===== src/rtl/reliability_msg_type_router.sv =====
// reliability_msg_type_router
// Steers inbound AXIS packets to one of NUM_OUTPUTS destinations. The route
// comes from a per-output message-type mask, is decided on the first beat and
// is held until tlast. Packets whose type matches no output are discarded and
// counted. Each output owns a registered 2-entry skid buffer, so s_axis_tready
// never depends combinationally on any m_axis_tready.
//
// Handshake: a beat moves on a channel only in a cycle where tvalid and tready
// are both high at the rising edge. A producer holding tvalid keeps the beat
// stable until it is taken, and tvalid never depends on tready.
module reliability_msg_type_router #(
  parameter int AXIS_DATA_WIDTH          = 64,
  parameter int AXIS_KEEP_WIDTH          = AXIS_DATA_WIDTH / 8,
  parameter int AXIS_FROM_NB_TDEST_WIDTH = 16,
  parameter int AXIS_FROM_NB_TUSER_WIDTH = 16,
  parameter int PACKET_MSG_TYPE_WIDTH    = 4,
  parameter int NUM_OUTPUTS              = 2,
  parameter logic [NUM_OUTPUTS*(2**PACKET_MSG_TYPE_WIDTH)-1:0] ROUTE_MASK = {16'h000C, 16'h0003},
  parameter int DROP_CNT_WIDTH           = 16
) (
  input  logic                                             i_clk,
  input  logic                                             i_ap_rst_n,
  input  logic                                             s_axis_tvalid,
  output logic                                             s_axis_tready,
  input  logic [AXIS_DATA_WIDTH-1:0]                       s_axis_tdata,
  input  logic [AXIS_KEEP_WIDTH-1:0]                       s_axis_tkeep,
  input  logic [AXIS_FROM_NB_TDEST_WIDTH-1:0]              s_axis_tid,
  input  logic [AXIS_FROM_NB_TDEST_WIDTH-1:0]              s_axis_tdest,
  input  logic [AXIS_FROM_NB_TUSER_WIDTH-1:0]              s_axis_tuser,
  input  logic                                             s_axis_tlast,
  output logic [NUM_OUTPUTS-1:0]                           m_axis_tvalid,
  input  logic [NUM_OUTPUTS-1:0]                           m_axis_tready,
  output logic [NUM_OUTPUTS*AXIS_DATA_WIDTH-1:0]           m_axis_tdata,
  output logic [NUM_OUTPUTS*AXIS_KEEP_WIDTH-1:0]           m_axis_tkeep,
  output logic [NUM_OUTPUTS*AXIS_FROM_NB_TDEST_WIDTH-1:0]  m_axis_tid,
  output logic [NUM_OUTPUTS*AXIS_FROM_NB_TDEST_WIDTH-1:0]  m_axis_tdest,
  output logic [NUM_OUTPUTS*AXIS_FROM_NB_TUSER_WIDTH-1:0]  m_axis_tuser,
  output logic [NUM_OUTPUTS-1:0]                           m_axis_tlast,
  output logic                                             drop_pulse,
  output logic [DROP_CNT_WIDTH-1:0]                        drop_count
);

  localparam int DW = AXIS_DATA_WIDTH;
  localparam int KW = AXIS_KEEP_WIDTH;
  localparam int IW = AXIS_FROM_NB_TDEST_WIDTH;
  localparam int UW = AXIS_FROM_NB_TUSER_WIDTH;
  localparam int TW = PACKET_MSG_TYPE_WIDTH;
  localparam int NT = 2 ** TW;
  localparam int BW = DW + KW + 2 * IW + UW + 1;
  localparam int SW = (NUM_OUTPUTS > 1) ? $clog2(NUM_OUTPUTS) : 1;

  typedef enum logic [1:0] {
    ST_IDLE = 2'd0,
    ST_FWD  = 2'd1,
    ST_DROP = 2'd2
  } state_t;

  // Packet FSM state; kept as a named register so checkers can observe it.
  state_t                 state;
  logic [SW-1:0]          fwd_sel;

  logic [TW-1:0]          msg_type;
  logic [NUM_OUTPUTS-1:0] match;
  logic                   hit;
  logic [SW-1:0]          hit_sel;
  logic [SW-1:0]          route_sel;
  logic                   route_ok;
  logic                   accept;
  logic [NUM_OUTPUTS-1:0] wr_en;
  logic [NUM_OUTPUTS-1:0] not_full;
  logic [BW-1:0]          in_beat;

  assign msg_type = s_axis_tdata[TW-1:0];
  assign in_beat  = {s_axis_tdata, s_axis_tkeep, s_axis_tid, s_axis_tdest, s_axis_tuser, s_axis_tlast};
  assign accept   = s_axis_tvalid & s_axis_tready;

  for (genvar k = 0; k < NUM_OUTPUTS; k++) begin : g_match
    localparam logic [NT-1:0] MASK_K = ROUTE_MASK[k*NT +: NT];
    assign match[k] = MASK_K[msg_type];
  end

  // Lowest-index matching output wins when masks overlap.
  always_comb begin
    hit     = 1'b0;
    hit_sel = '0;
    for (int k = NUM_OUTPUTS - 1; k >= 0; k--) begin
      if (match[k]) begin
        hit     = 1'b1;
        hit_sel = SW'(k);
      end
    end
  end

  // Route for the current beat and input ready; only registered flags and, in IDLE, the type bits.
  always_comb begin
    route_sel     = fwd_sel;
    route_ok      = 1'b0;
    s_axis_tready = 1'b1;
    case (state)
      ST_IDLE: begin
        route_sel     = hit_sel;
        route_ok      = hit;
        s_axis_tready = hit ? not_full[hit_sel] : 1'b1;
      end
      ST_FWD: begin
        route_ok      = 1'b1;
        s_axis_tready = not_full[fwd_sel];
      end
      default: ;
    endcase
  end

  // Packet FSM: latch the route on the first beat, release it on tlast, count drops.
  always_ff @(posedge i_clk or negedge i_ap_rst_n) begin
    if (!i_ap_rst_n) begin
      state      <= ST_IDLE;
      fwd_sel    <= '0;
      drop_pulse <= 1'b0;
      drop_count <= '0;
    end else begin
      drop_pulse <= 1'b0;
      if (accept) begin
        case (state)
          ST_IDLE: begin
            if (!hit) begin
              drop_pulse <= 1'b1;
              if (drop_count != '1) drop_count <= drop_count + DROP_CNT_WIDTH'(1);
            end
            if (!s_axis_tlast) begin
              state   <= hit ? ST_FWD : ST_DROP;
              fwd_sel <= hit_sel;
            end
          end
          default: begin
            if (s_axis_tlast) state <= ST_IDLE;
          end
        endcase
      end
    end
  end

  for (genvar k = 0; k < NUM_OUTPUTS; k++) begin : g_skid
    logic [BW-1:0] mem [2];
    logic          wr_ptr;
    logic          rd_ptr;
    logic [1:0]    count;
    logic [1:0]    count_next;
    logic          nf;
    logic          pop;

    assign wr_en[k]         = accept & route_ok & (route_sel == SW'(k));
    assign pop              = m_axis_tvalid[k] & m_axis_tready[k];
    assign count_next       = count + {1'b0, wr_en[k]} - {1'b0, pop};
    assign not_full[k]      = nf;
    assign m_axis_tvalid[k] = (count != 2'd0);
    assign {m_axis_tdata[k*DW +: DW], m_axis_tkeep[k*KW +: KW], m_axis_tid[k*IW +: IW],
            m_axis_tdest[k*IW +: IW], m_axis_tuser[k*UW +: UW], m_axis_tlast[k]} = mem[rd_ptr];

    // Beat storage; a write never lands on the presented head while it is valid.
    always_ff @(posedge i_clk) begin
      if (wr_en[k]) mem[wr_ptr] <= in_beat;
    end

    // Skid pointers, occupancy and the registered not-full flag.
    always_ff @(posedge i_clk or negedge i_ap_rst_n) begin
      if (!i_ap_rst_n) begin
        wr_ptr <= 1'b0;
        rd_ptr <= 1'b0;
        count  <= 2'd0;
        nf     <= 1'b1;
      end else begin
        if (wr_en[k]) wr_ptr <= ~wr_ptr;
        if (pop)      rd_ptr <= ~rd_ptr;
        count <= count_next;
        nf    <= (count_next < 2'd2);
      end
    end
  end

endmodule


===== config.mk =====
export PLATFORM = sky130hd
export DESIGN_NAME = reliability_msg_type_router
export DESIGN_NICKNAME = d
export VERILOG_FILES = /design/src/rtl/reliability_msg_type_router.sv
export SDC_FILE = /design/constraint.sdc
export NUM_CORES = 1
export LEC_CHECK = 0
export CORE_MARGIN = 2
export CORE_UTILIZATION = 30
export DETAILED_ROUTE_END_ITERATION = 8
export SLEW_MARGIN = 25
export SYNTH_ARGS = -nofsm -noshare
export SYNTH_HDL_FRONTEND = slang
export SYNTH_SLANG_ARGS = --single-unit

===== constraint.sdc =====
create_clock -name i_clk -period 20.5 [get_ports i_clk]
set_clock_uncertainty 0.2 [all_clocks]
set_input_delay 2.05 -clock i_clk [delete_from_list [all_inputs] [get_ports i_clk]]
set_output_delay 2.05 -clock i_clk [all_outputs]
set_load 0.01 [all_outputs]

After elaboration in Yosys (flattened, before gate mapping). Memories as Yosys holds them, arrays and structs flattened. Cells that the tools add are included.

Add/sub/neg operators: 5. Multipliers: 0. Div/mod/pow operators: 0. $lt $le $gt $ge: 5. Eq/ne operators: 3. Shift-type cells: 0. Muxes and demuxes: 24. Bitwise gates (word level): 13. Reduce and logical (&&, ||, !) cells: 7.

Operators by type and width (count): $mux 1 (18); $add 16x1->16 const B (1); $ne 16x16->1 const B (1); $mux 2 (4); $not 1->1 (7); $and 1x1->1 (6); $reduce_and 3->1 (2); $reduce_bool 2->1 (3); $lt 4x5->1 const B (1); $add 2x1->2 (2); $lt 1x2->1 const B (2); $lt 2x2->1 const B (2); $pmux 1 s2 (2); $reduce_and 4->1 (1); $sub 2x1->2 (2); $eq 2x1->1 const B (1); $logic_not 2->1 (1); $ne 2x2->1 const B (1).

Register bits after elaboration: 30. Bits in latches: 0. Bits in writable memories: 484. Bits in read-only memories: 32. Input port bits: 126. Logic and storage cells: 73. Memories: 4.

Memories: g_skid[0].mem (depth 2, bits a word 121, read ports 1, clocked after memory_dff 0, wr ports 1, line 143) `logic [BW-1:0] mem [2];`; g_skid[1].mem (depth 2, bits a word 121, read ports 1, clocked after memory_dff 0, wr ports 1, line 143); (no name shown) (depth 16, bits a word 1, read ports 1, clocked after memory_dff 0, wr ports 0, line 79) `assign match[k] = MASK_K[msg_type];`; (no name shown) (depth 16, bits a word 1, read ports 1, clocked after memory_dff 0, wr ports 0, line 79).

Longest topological paths before layout. Gate-level depths: netlist (run 1).

Word-level depth: 14. Gate-level depth with buffers: 6.

Worst setup path after synthesis (run 1). Ideal clock, no wire load.

Kind: input to register. From: input s_axis_tdata[2]. To: memory g_skid[1].mem[0][0] in the netlist's numbering, enable pin. Library setup time: 750 ps. Arrival time: 11009 ps. Data required time: 19550 ps. Path slack: 8541 ps. Stages on the path: 4. Cells stage by stage: or2_2 -> clkbuf_1 -> o31a_1 -> nor3_1.

Word-level cells in the longest chain between the ends: 13.

Ends and longest elaborated chain: from (decl) (line 25) `input logic [AXIS_DATA_WIDTH-1:0] s_axis_tdata,`; $mem_v2 16x1; $mux 1 (not written as such) (line 79); $mux 1 (2 in series) (line 87) `if (match[k]) begin`; $mux 1 (not written as such) (2 in series) (line 103) `s_axis_tready = hit ? not_full[hit_sel] : 1'b1;`; $mux 1 (line 103); $pmux 1 s2 (line 99) `case (state)`; $and 1x1->1 (line 75) `assign accept = s_axis_tvalid & s_axis_tready;`; $and 1x1->1 (line 151) `assign wr_en[k] = accept & route_ok & (route_sel == SW'(k));`; $and 1x1->1 (*) (line 151); $mux 1 (*) (line 161) `if (wr_en[k]) mem[wr_ptr] <= in_beat;`; $mux 1 (not written as such) (*) (line 161); to (decl) (line 143).

Mark *: on every way between the ends. The rest lies on a longest branch, timed or not. The select of a mux whose other input is x is not followed.

Final worst setup path (run 1).
From: input s_axis_tdata[3]. To: output s_axis_tready.

Word-level cells in the longest chain between the ends: 8.

Ends and longest elaborated chain: $mem_v2 16x1; $mux 1 (not written as such) (line 79); $mux 1 (2 in series) (line 87); $mux 1 (not written as such) (2 in series) (line 103); $mux 1 (*) (line 103); $pmux 1 s2 (*) (line 99); to (decl) (line 24) `output logic s_axis_tready,`.

Marked as above.

==> results of run 1 <==
[registers in the layout, summed over array words and instances, names as in the netlist]
register	count
g_skid.nf	2
drop_pulse	1
state	2
g_skid.rd_ptr	2
drop_count	16
fwd_sel	1
g_skid.mem	484
g_skid.count	4
g_skid.wr_ptr	2
[worst paths after layout]
check | end | depth (start not counted)
max in group asynchronous | g_skid[1].nf | 2
worst max register to register | g_skid[0].mem[0][39] | 5
worst min register to register | g_skid[1].wr_ptr | 1
worst min-delay path | g_skid[1].wr_ptr | 1
worst max-delay path | s_axis_tready | 5
min in group asynchronous | drop_pulse | 2
[final cells by class]
type	count	area [µm²]	area share (%)
diodes	1	2.502	0.009779
clock buffers	64	1410	5.510
clock inverters	35	320.3	1.252
inverters	6	22.52	0.08801
multi-input cells	353	3491	13.64
flip-flops and latches	514	15290	59.77
well taps	846	1059	4.136
repair buffers	400	3991	15.60
[critical path, delay by kind of cell]
kind / cells / cell delay, ns
compound gates: 1 / 0.10
buf+inv: 2 / 1.09
simple gates: 2 / 0.60
[placed cells by master (no fill, tap or decap), drive strengths merged, types with 2 or more instances in the layout]
cell	n
nand2	12
o31a	2
xnor2	10
nand4	6
nor3	9
o2111ai	2
dfstp	2
nand2b	4
and3	2
clkinvlp	3
clkbuf	64
and2	4
ha	3
o21ai	3
clkdlybuf4s50	387
nand3	3
xor2	12
buf	13
edfxtp	484
nor2	9
or2	4
bufinv	6
dfrtp	28
mux2	246
inv	7
a21oi	5
nor4	5
clkinv	25
[cells by family after synthesis]
kind of cell             Yosys count
AO/OA/AOI/OAI                     19
XOR/XNOR                          22
adder cells (fa/ha/maj)            3
buffers and inverters             38
flip-flops                       514
multiplexers                     247
AND/OR/NAND/NOR                   62
[metal layers]
| layer | GRT usage (%) | vias to the layer above | wire [µm] |
|---|---|---|---|
| met5 | 0 | - | 27 |
| met2 | 21.22 | 256 | 21110 |
| met4 | 4.361 | 4 | 958 |
| met3 | 3.641 | 67 | 2878 |
| met1 | 14.98 | 4907 | 17180 |
| li1 | - | 4419 | - |
[where the power goes]
group          total [mW]  switching, mW  internal, mW  leakage, nW
clock               0.944          0.381         0.563        0.839
combinational       0.813          0.352         0.461         2.82
sequential           1.24         0.0423          1.20         4.72
[cells in the mapped netlist (6+ instances only)]
library cell | count | area [µm²]
dfrtp_1 | 28 | 700.7
mux2_2 | 246 | 2770
nand2_1 | 12 | 45.04
edfxtp_1 | 484 | 14530
xor2_1 | 12 | 105.1
nor2_1 | 9 | 33.78
clkbuf_1 | 22 | 82.58
nand4_1 | 6 | 37.54
buf_1 | 8 | 30.03
xnor2_1 | 10 | 87.58
inv_1 | 6 | 22.52
nor3_1 | 9 | 45.04
[per-stage QoR]
stage	cells	setup WS, ns
detailed placement	2118	14.43
global placement	2118	14.45
finish	2219	14.41
global route	2219	14.36
CTS	2217	14.42
floorplan	905	8.541
==> results.json, run 1 <==
{
  "worstHoldPathType": "flip-flop to flip-flop",
  "fmax_mhz": 164.2,
  "clk_latency_ns": 0.58,
  "vias": 9653,
  "nets": 1457,
  "crit_required_ns": 18.25,
  "grt_pass1_vias": 9981,
  "synth_area_um2": 18910,
  "synth_compound_area_share_pct": 0.6816,
  "htree_num_levels": 2,
  "ios": 388,
  "area_growth_pct": 35.35,
  "wl_mm": 42.15,
  "ys_seq_area_share_pct": 80.86,
  "whs_ns": 0.3219,
  "start_util_pct": 30.14,
  "die_y_um": 255.0,
  "crit_path_start": "s_axis_tdata[3]",
  "placed_area_um2": 23830,
  "ant_nets": 0,
  "track_usage_pct": 12.43,
  "setup_viol": 0,
  "worstMarginPinSlew_ns": 1.021,
  "final.setup.tns_ns": 0,
  "critPathSlowestCell": "clkdlybuf4s50_1",
  "globalplace.congestion": 0.7660,
  "antenna_found_initial": 3,
  "drt_pass1_iterations": 4,
  "cts_buffer_depth": 3,
  "ctsRootBufferMaster": "clkbuf_16",
  "die_area_um2": 65050,
  "utilization_pct": 40.79,
  "synth_mux_area_share_pct": 14.70,
  "syn_area_per_cell_um2": 20.89,
  "status": "finished, final reports clean",
  "reg2reg_from": "g_skid[1].nf",
  "avgRoutedWirePerCell_um": 18.99,
  "synth_cells": 905,
  "rsz0062_at_grt": "false",
  "drtIter0Drc": 335,
  "drc": 0,
  "cp_slowest_stage_delay_ns": 0.56,
  "fin_area_um2": 25590,
  "max-cap-violations": 0,
  "synthAdderAreaFrac_pct": 0.1985,
  "min_from": "g_skid[1].wr_ptr",
  "path_class": "primary input to output port",
  "grt-ovfl-total": 0,
  "period_needed_ns": 6.091,
  "power_leakage_nw": 8.378,
  "synth_edf_count": 484,
  "cp.arrival_ns": 3.84,
  "core-area_um2": 62740,
  "yosys_warnings": 0,
  "synth_top_family_by_area": "multiplexers",
  "clk_pin_slew_ns": 0.06,
  "grt_pass1_wl_mm": 61.27,
  "synth_flop_cell": "edfxtp_1",
  "r2r_slack_ns": 17.41,
  "ir_drop_mv": 0.06107,
  "async_reset_ff_share_pct": 5.837,
  "grt_max_degree": 64,
  "crit_path_start_kind": "primary input",
  "total_power_mw": 2.999,
  "critPathMostFrequentCell": "clkdlybuf4s50_1",
  "syn_nets": 1034,
  "powerDensity_nw_per_um2": 117.2,
  "cts_buffers": 53,
  "die_width_um": 255.0,
  "synthXorXnorAreaFrac_pct": 1.019,
  "ys_ff_latch": 514,
  "ctsHoldBuffers": 0,
  "post-dp-hpwl_mm": 26.30,
  "ys_types": 38,
  "cts_tree": "done",
  "port_buffers": 387,
  "layout-drive-gt1-share_pct": 25.22,
  "clock_sinks": 514,
  "ctsResizeCount": 0,
  "hold_violations": 0,
  "cts_setup_buffers": 0,
  "crit_fanout": 7,
  "drv_slew": 0,
  "rows": 92,
  "crit_chain": "clkdlybuf4s50_1 -> or2_2 -> nor3_1 -> o21ai_0 -> clkdlybuf4s50_1",
  "end_kind": "output port",
  "finalCritPeriodShare_pct": 29.71,
  "viasPerCell": 4.350,
  "fillers": 5593,
  "synth-simple-area-share_pct": 1.740,
  "relSlewSlack_pct": 31.96
}
No activity file was read; power rests on OpenSTA's default activity.
==> run 2, diff against run 1 <==
Clock period 20.5 ns to 6.3 ns, I/O delays scaled along.
==> run 2 against run 1 <==
  * Final cell count shrank 0.18%
  * Non-clock buffer count decreased by 2
  * Critical path depth decreased by 2
  * Count of clock-buffer cells in the layout grew 8
  * Combinational power grew to 3.2 times the previous value
  * Setup slack got worse by 12 ns
  * Sequential share of layout area about the same
  * Hold slack got worse by 0.076 ns
  * Die area unchanged
  * Register-to-register slack worse by 14 ns
  * Via count up 0.52%
  * Highest routed layer unchanged
==> results.json, run 2 (synthesis gave the netlist of run 1 again) <==
{
  "cts_tree": "done",
  "grt_pass1_vias": 10239,
  "dp_cells": 2116,
  "cts_buffers": 54,
  "end_kind": "output port",
  "start_util_pct": 30.14,
  "track_usage_pct": 12.85,
  "port_buffers": 387,
  "ctsRootBufferMaster": "clkbuf_16",
  "pwr-share-seq_pct": 42.1,
  "largest_reg_flops": 484,
  "power_leakage_nw": 8.378,
  "ir_drop_mv": 0.1947,
  "rows": 92,
  "powerDensity_nw_per_um2": 380.5,
  "cp.arrival_ns": 3.02,
  "die_width_um": 255.0,
  "period_needed_ns": 3.848,
  "power.switching_mw": 2.550,
  "r2r_end": "g_skid[1].mem[1][61]",
  "final_cell_mix": "edfxtp_1, clkdlybuf4s50_1, mux2_2, clkbuf_16, dfrtp_1",
  "viasPerCell": 4.381,
  "drt_pass1_iterations": 4,
  "die_y_um": 255.0,
  "clk_pin_slew_ns": 0.06,
  "path_class": "flip-flop to output port",
  "max-cap-violations": 0,
  "crit_required_ns": 5.47,
  "wl_mm": 43.32,
  "vias": 9703,
  "power.share.clock_pct": 31.2,
  "area_growth_pct": 35.44,
  "final_common_cell": "edfxtp_1",
  "avgRoutedWirePerCell_um": 19.56,
  "crit_fanout": 63,
  "globalplace.congestion": 0.7548,
  "htree_num_levels": 2,
  "crit_path_start": "g_skid[1].rd_ptr",
  "crit_path_start_kind": "flip-flop",
  "post-dp-hpwl_mm": 25.96,
  "grt-ovfl-total": 0,
  "ctsResizeCount": 0,
  "ctsHoldBuffers": 0,
  "cts_setup_buffers": 0,
  "drtIter0Drc": 524,
  "antenna_cells": 0,
  "cts_buffer_depth": 3,
  "clk_latency_ns": 0.58,
  "clock_sinks": 514,
  "ios": 388,
  "setup.worst_path.end": "m_axis_tid[19]",
  "setup_viol": 0,
  "worstMarginPinSlew_ns": 0.9839,
  "ant_nets": 0,
  "die_area_um2": 65050,
  "worstHoldPathType": "primary input to async pin",
  "finalCritPeriodShare_pct": 61.08,
  "core-area_um2": 62740,
  "antenna_found_initial": 2,
  "switching_share_pct": 26.17,
  "status": "finished, final reports clean",
  "reg2reg_from": "g_skid[1].nf",
  "drc": 0,
  "largest-register": "g_skid.mem",
  "r2r_slack_ns": 3.49,
  "relSlewSlack_pct": 34.40,
  "p_comb_share_pct": 26.7,
  "rsz0062_at_grt": "false",
  "instances_no_fill": 2215,
  "whs_ns": 0.2455,
  "grt_max_degree": 122,
  "grt_pass1_wl_mm": 62.96,
  "hold_violations": 0,
  "drv_slew": 0,
  "fmax_mhz": 259.9,
  "layout-drive-gt1-share_pct": 24.91,
  "r2r_cells": 5,
  "internal_power_mw": 7.194,
  "nets": 1456,
  "reg_top3": "g_skid.mem: 484 flops, drop_count: 16 flops, g_skid.count: 4 flops"
}
[run 2: cell types whose count changed in the layout (fill, tap and decap cells not counted), sizes merged]
cell | previous run | this run
buf | 13 | 11
clkinv | 25 | 19
inv | 7 | 9
diode | 1 | 0
clkinvlp | 3 | 1
clkbuf | 64 | 72
bufinv | 6 | 3
[run 2: power groups by stage]
stage	clock, mW	combinational [mW]	sequential (mW)
3_3_place_gp	0	2.56	4.24
5_1_grt	3.26	2.77	4.13
4_1_cts	3.13	2.59	4.18
3_5_place_dp	0	2.56	4.25
6_report	3.04	2.60	4.10
2_1_floorplan	0	1.34	4.05
[run 2: critical path: stages (launching register included)]
cell	delay (ns)
dfrtp_4	1.01
buf_12	0.38
mux2_2	0.39
clkdlybuf4s50_1	0.52
[run 2: worst min-delay path by stage]
stage,end,cells after the start,slack (ns)
final,drop_count[7],2,0.25
after global routing,drop_count[2],2,0.26
after CTS,drop_pulse,2,0.22
after detailed placement,drop_count[10],1,0.31
after global placement,drop_count[10],1,0.30
after floorplan,drop_count[0],0,0.13
[run 2: area by class of cell]
cell class | count | area (µm²)
Clock buffer | 72 | 1493
Clock inverter | 26 | 202.7
Fill cell | 5563 | 37130
Inverter | 6 | 22.52
Multi-Input combinational cell | 353 | 3497
Sequential cell | 514 | 15290
Tap cell | 846 | 1059
Timing Repair Buffer | 398 | 4039
[run 2: per-stage QoR]
step / cell area (µm²) / setup WS [ns] / power [mW] / utilization (%) / TNS (ns)
after floorplan: 18920 / -1.281 / 5.386 / - / -309.98
after global placement: 23880 / 2.487 / 6.807 / 38.07 / 0
after detailed placement: 23880 / 2.452 / 6.815 / 38.07 / 0
after CTS: 25580 / 2.208 / 9.900 / 40.77 / 0
after global routing: 25610 / 2.290 / 10.16 / 40.82 / 0
final: 25610 / 2.452 / 9.744 / 40.82 / 0
[run 2: metal layers]
metal / GRT usage, % / vias to the layer above / wire length [µm]
met5: 0 / - / 27
met4: 3.592 / 4 / 892
met3: 4.271 / 64 / 3221
met2: 21.63 / 267 / 21450
met1: 15.76 / 4954 / 17740
li1: - / 4414 / -
